File: src/rtl/step_ctrl.sv
// step_ctrl: debounced step controller for a downstream 3-bit enabled register.
// The raw UP/DOWN/CLR requests are synchronised. The first accepted request
// produces one load strobe with the next value. The FSM then locks out further
// requests for HOLD_CYCLES cycles and waits until every request is released.
//
// Build option: define STEP_CTRL_WRAP_EN for modulo-8 arithmetic at the
// 0/7 boundaries. By default the arithmetic saturates and no strobe is issued
// at a boundary.
//
// Handshake: this block uses no valid/ready pair. out_EN is a single-cycle
// load strobe, and out_D holds its value until the next strobe. A request is
// a level; it is accepted only in IDLE, and it must return low before the
// next request can be accepted.
module step_ctrl #(
  parameter int HOLD_CYCLES = 4
) (
  input  logic       in_CLK,
  input  logic       in_RST_N,
  input  logic       in_UP,
  input  logic       in_DOWN,
  input  logic       in_CLR,
  input  logic [2:0] in_Q,
  output logic [2:0] out_D,
  output logic       out_EN,
  output logic       out_BUSY
);

  typedef enum logic [1:0] {
    IDLE     = 2'd0,
    UPDATE   = 2'd1,
    HOLD     = 2'd2,
    WAIT_REL = 2'd3
  } state_t;

  localparam logic [7:0] HOLD_LAST = 8'(HOLD_CYCLES - 1);

  // Request bit order: [2] = clr, [1] = up, [0] = down
  logic [2:0] req_meta;
  logic [2:0] req_sync;
  logic       clr_s, up_s, down_s;

  state_t     state_q, state_d;
  logic [7:0] cnt_q, cnt_d;
  logic [2:0] d_d;
  logic       en_d;
  logic       busy_d;
  logic       go;
  logic [2:0] q_inc, q_dec;

  assign clr_s  = req_sync[2];
  assign up_s   = req_sync[1];
  assign down_s = req_sync[0];

  // UP and DOWN together with no CLR is ambiguous, so that case is not a request
  assign go    = clr_s | (up_s ^ down_s);
  assign q_inc = in_Q + 3'd1;
  assign q_dec = in_Q - 3'd1;

  // Two-flop synchroniser on the raw request lines
  always_ff @(posedge in_CLK or negedge in_RST_N) begin
    if (!in_RST_N) begin
      req_meta <= 3'b000;
      req_sync <= 3'b000;
    end else begin
      req_meta <= {in_CLR, in_UP, in_DOWN};
      req_sync <= req_meta;
    end
  end

  // Next-state, lockout counter and next output values
  always_comb begin
    state_d = state_q;
    cnt_d   = cnt_q;
    d_d     = out_D;
    en_d    = 1'b0;
    case (state_q)
      IDLE: begin
        if (go) begin
          state_d = UPDATE;
          if (clr_s) begin
            d_d  = 3'd0;
            en_d = 1'b1;
          end else if (up_s) begin
`ifdef STEP_CTRL_WRAP_EN
            d_d  = q_inc;
            en_d = 1'b1;
`else
            d_d  = (in_Q == 3'd7) ? 3'd7 : q_inc;
            en_d = (in_Q != 3'd7);
`endif
          end else begin
`ifdef STEP_CTRL_WRAP_EN
            d_d  = q_dec;
            en_d = 1'b1;
`else
            d_d  = (in_Q == 3'd0) ? 3'd0 : q_dec;
            en_d = (in_Q != 3'd0);
`endif
          end
        end
      end
      UPDATE: begin
        state_d = HOLD;
        cnt_d   = 8'd0;
      end
      HOLD: begin
        if (cnt_q == HOLD_LAST) begin
          state_d = WAIT_REL;
          cnt_d   = 8'd0;
        end else begin
          cnt_d = cnt_q + 8'd1;
        end
      end
      WAIT_REL: begin
        if (req_sync == 3'b000) state_d = IDLE;
      end
      default: state_d = IDLE;
    endcase
    busy_d = (state_d != IDLE);
  end

  // State, counter and registered outputs; reset clears them without a clock
  always_ff @(posedge in_CLK or negedge in_RST_N) begin
    if (!in_RST_N) begin
      state_q  <= IDLE;
      cnt_q    <= 8'd0;
      out_D    <= 3'd0;
      out_EN   <= 1'b0;
      out_BUSY <= 1'b0;
    end else begin
      state_q  <= state_d;
      cnt_q    <= cnt_d;
      out_D    <= d_d;
      out_EN   <= en_d;
      out_BUSY <= busy_d;
    end
  end

endmodule

File: config.mk
export PLATFORM = sky130hd
export DESIGN_NAME = step_ctrl
export DESIGN_NICKNAME = d
export VERILOG_FILES = /design/src/rtl/step_ctrl.sv
export SDC_FILE = /design/constraint.sdc
export NUM_CORES = 1
export LEC_CHECK = 0
export ABC_AREA = 1
export BUFFER_PORTS_ARGS = -buffer_cell sky130_fd_sc_hd__buf_4
export CAP_MARGIN = 40
export CORE_MARGIN = 2
export CORE_UTILIZATION = 48
export DETAILED_ROUTE_END_ITERATION = 8
export PLACE_DENSITY = 0.77
export SYNTH_ARGS = -nofsm -noshare
export SYNTH_HDL_FRONTEND = slang
export SYNTH_SLANG_ARGS = --single-unit
File: constraint.sdc
create_clock -name in_CLK -period 2.3 [get_ports in_CLK]
set_input_delay 0.23 -clock in_CLK [delete_from_list [all_inputs] [get_ports in_CLK]]
set_output_delay 0.23 -clock in_CLK [all_outputs]
set_load 0.02 [all_outputs]
# [Yosys cells after proc, flatten, opt, wreduce, memory -nomap -nowiden]
# Index checks and enable logic that the tools add are counted.
[totals] regBits=21 inputBits=8 output_inout_bits=5
[classes] reduce_logical=7 n_eq_ne=6 muxes=14 n_bitwise=2 addsub=3
[op_table] cell="one-hot mux 8 bit (2 select lines)" n=1
[op_table] cell="2-to-1 mux 3 bit" n=4
[op_table] cell="adder 8 x 1 -> 8 bit (second input constant)" n=1
[op_table] cell="== test 8 x 2 -> 1 bit (second input constant)" n=1
[op_table] cell="2-to-1 mux 8 bit" n=1
[op_table] cell="one-hot mux 2 bit (4 select lines)" n=1
[op_table] cell="zero test 3 bit" n=2
[op_table] cell="2-to-1 mux 2 bit" n=3
[op_table] cell="== test 2 bit (second input constant)" n=2
[op_table] cell="2-to-1 mux 1 bit" n=4
[op_table] cell="nonzero test 2 bit" n=2
[op_table] cell="adder 3 x 1 -> 3 bit (second input constant)" n=1
[op_table] cell="== test 3 bit (second input constant)" n=1
[op_table] cell="inequality test 3 bit (second input constant)" n=1
[op_table] cell="nonzero test 3 bit" n=1
[op_table] cell="subtractor 3 x 1 -> 3 bit (second input constant)" n=1
[op_table] cell="== test 2 x 1 -> 1 bit (second input constant)" n=1
[op_table] cell="zero test 2 bit" n=1
[op_table] cell="AND reduction 2 bit" n=1
[op_table] cell="bitwise OR 1 bit" n=1
[op_table] cell="bitwise XOR 1 bit" n=1

# [Logic depth before layout (Yosys ltp)]
[depth] word_depth=5 mapped_depth=9 ltp_nobuf=9

# [Worst setup path before layout]
# Ideal clock, no wire load.
[synth_timing] path_kind="register to register" from="register state_q[0]" to="register cnt_q[2]" setup_ns=0.122 slack_ns=0.959 path_stages_with_launch=8 path_buffers=1 required_time_ns=2.178 t_arrival_ns=1.219 cell_sequence="dfrtp_1 inv_1 ha_1 buf_4 inv_1 o21ai_0 o21ai_0 nor2_2"
[synth_via] elab_chain_cells=2
[synth_lines] item="start, declared" line_no="42" text="state_t state_q, state_d;"
[synth_lines] item="start signal, assigned" line_no="131" text="state_q <= state_d;"
[synth_lines] item="== test 2 bit or == test 2 x 1 -> 1 bit (tied branches)" line_no="76" text="case (state_q)"
[synth_lines] item="one-hot mux 8 bit (2 select lines) or nonzero test 2 bit (tied branches)"
[synth_lines] item="end signal, assigned" line_no="132" text="cnt_q <= cnt_d;"
[synth_lines] item="end, declared" line_no="43" text="logic [7:0] cnt_q, cnt_d;"
# Several ways; a longest one is shown, not always the timed one.
# A chain may end at the register's enable or synchronous reset.

# [Final worst setup path]
# Same ends and word-level chain as after synthesis.

==> impl_metrics.tcl <==
set metrics [dict create \
    outcome "finished, final reports clean" \
    ys.warnings.count 0 \
    power_frac_clock 0.146 \
    netlist_top_cells_count "nand2_1 (40), inv_1 (23), dfrtp_1 (21)" \
    crit_arrival_ps 1830 \
    ant_nets 0 \
    cp-startpoint "state_q[0]$_DFF_PN0_" \
    drt_iter0_drc 19 \
    n_antenna_cell 0 \
    maxSlewViolCount 0 \
    p_int_uw 717.2 \
    rows 17 \
    ys_seq_area_frac 0.4667 \
    nNetsFinal 172 \
    power.switching_uw 518.9 \
    ys_top_cells_by_area "dfrtp_1 (47%), nand2_1 (13%), ha_1 (8.9%), inv_1 (7.7%), nor2_2 (3.3%)" \
    clock-root-buffer "clkbuf_4" \
    synth_edf_count 0 \
    synth_top_area_frac 0.4667 \
    grt_usage 0.1735 \
    critPathRequiredTime_ps 2550 \
    criticalPathCategory "reg -> reg" \
    final_cells 183 \
    post_drt_wl_per_cell_um 10.78 \
    setup_viol 0 \
    p_sw_frac 0.4198 \
    grt_util_met1 0.1953 \
    start_kind "register" \
    synthCells 137 \
    via_count 912 \
    io_buffers 12 \
    yosys_most_used_dff "dfrtp_1" \
    cp-endpoint "cnt_q[2]$_DFFE_PN0P_" \
    finalCriticalPeriod_ps 1584 \
    synth_area_leader_cell "dfrtp_1" \
    dieArea_mm2 0.002749 \
    rsz0062_at_grt "no" \
    cts.sinks 21 \
    initial_core_util 0.5090 \
    grt_max_degree 22 \
    timing.rr.end "cnt_q[2]$_DFFE_PN0P_" \
    synth_cell_types 21 \
    timing.rr.start "state_q[0]$_DFF_PN0_" \
    clk_pin_slew_ps 120 \
    finalClockSkew_ps 10.73 \
    areaGrowthSynthToFinish_pct 15.78 \
    grt_busiest_layer "met2" \
    final.setup.tns_ps 0 \
    synthArstFlopShare 1.000 \
    cts_tree "yes" \
    antenna_found_initial 0 \
    max_freq_mhz 631.2 \
    met2_usage 0.3000 \
    p_seq_frac 0.411 \
    firstDrtPassIters 6 \
    use_met3 0.03429 \
    finalHoldViolCount 0 \
    worstMarginPinSlew_ps 276.0 \
    hold_class "in -> reg" \
    min_period_over_period 0.6888 \
    timing.hold.ws_ps 26.41 \
    max-vdd-ir-drop_v 0.0005949 \
    viasPerCell 4.984 \
    cts_buffer_depth 2 \
    syn_area_per_cell_um2 8.220 \
    synth_most_common_cell "nand2_1" \
    grt_pass1_wl_um 3394 \
    worst_setup_path_end_kind "register" \
    core_mm2 0.002212 \
    pwr-share-comb 0.443 \
    gr-total-overflow 0 \
    p_leak_uw 0.0006901 \
    grt_pass1_vias 847 \
    die_h_um 52.44 \
    syn-num-nets 153 \
    drc 0 \
    ys_ff_latch 21 \
    drv_cap 0 \
    wl_um 1973 \
    cts_made_buffers 3 \
    insertion_delay_ps 310 \
    slew_headroom 0.8160 \
    routabilityCongestion 0.8038 \
    h-tree-depth 1 \
    dieWidth_um 52.44 \
    layout-drive-gt1-share 0.1742 \
    synth_area_mm2 0.001126 \
    reg2regPathDepth 6 \
    dp_hpwl_um 1508 \
    cp_max_fo 9 \
    post-cts-setup-buffers 0 \
    dp.cells 176 \
    ios 13 \
    p_per_area_mw_per_mm2 948.2 \
    regToRegSetupSlack_ps 720 \
]
timing repair:
| action | CTS | global route |
|---|---|---|
| hold endpoints to repair | 23 | 0 |
| hold buffers | 3 | 0 |
| gates resized for setup | 0 | 0 |
worst max-delay path: stages (launching register included):
cell     delay [ps]
dfrtp_1         420
inv_1            90
ha_1            450
inv_1           170
o21ai_0         170
o21ai_0         110
nor2_2          110
how the worst min path moves through the flow:
stage	from	cells past startpoint	to	slack, ps
2_1_floorplan	in_RST_N	0	cnt_q[0]$_DFFE_PN0P_	-70
3_3_place_gp	in_RST_N	1	req_sync[0]$_DFF_PN0_	120
3_5_place_dp	in_RST_N	1	out_EN$_DFF_PN0_	130
4_1_cts	in_UP	1	req_meta[1]$_DFF_PN0_	20
5_1_grt	in_UP	1	req_meta[1]$_DFF_PN0_	6
6_report	in_UP	1	req_meta[1]$_DFF_PN0_	30
layout by cell type, fill, tap and decap left out, drive strengths merged:
cell type,instances
a21oi,3
xnor2,1
o21ai,10
nand4,4
a31oi,1
nand2,42
nor2,13
o22ai,1
dfrtp,21
clkbuf,3
dlygate4sd3,3
xor2,1
clkinvlp,1
nand3,6
inv,24
ha,8
buf,12
o21bai,1
registers in the layout, summed over array words and instances, names as in the netlist:
signal,flops
req_sync,3
state_q,2
out_BUSY,1
cnt_q,8
out_D,3
req_meta,3
out_EN,1
metrics by stage:
step | utilization | worst slack [ps] | area (um2) | power, uW
3_5_place_dp | 0.5622 | 761.9 | 1244 | 1066
2_1_floorplan | - | 958.9 | 1126 | 920.4
5_1_grt | 0.5894 | 511.3 | 1304 | 1347
4_1_cts | 0.5894 | 707.7 | 1304 | 1257
3_3_place_gp | 0.5622 | 829.5 | 1244 | 1044
6_report | 0.5894 | 715.8 | 1304 | 1236
final cells by class:
| type | instances | area [um2] |
|---|---|---|
| Clock inverter | 1 | 7.507 |
| Sequential cell | 21 | 525.5 |
| Timing Repair Buffer | 15 | 120.1 |
| Multi-Input combinational cell | 91 | 503.0 |
| Clock buffer | 3 | 22.52 |
| Fill cell | 206 | 908.4 |
| Inverter | 24 | 90.09 |
| Tap cell | 28 | 35.03 |
cells by family (layout without fill, tap and decap cells):
group,after synthesis,after routing,share of synthesized area
AOI/OAI and AO/OA,16,16,0.08556
xor gates and xnor gates,2,2,0.01556
adders and majority gates,8,8,0.08889
DFF,21,21,0.4667
buffers and inverters,25,43,0.08666
and+or+nand+nor,65,65,0.2567
metal layers:
metal,wire length [um],share of wire
met3,88,0.045
met1,887,0.45
met4,11,0.0056
met5,0,0
met2,986,0.50
power groups by stage:
stage	clock (uW)	sequential [uW]	combinational, uW
floorplan	0	553	367
global placement	0	508	536
detailed placement	0	515	552
CTS	193	507	557
global route	206	516	625
finish	180	508	548
Power figures use the tool's default switching activity.
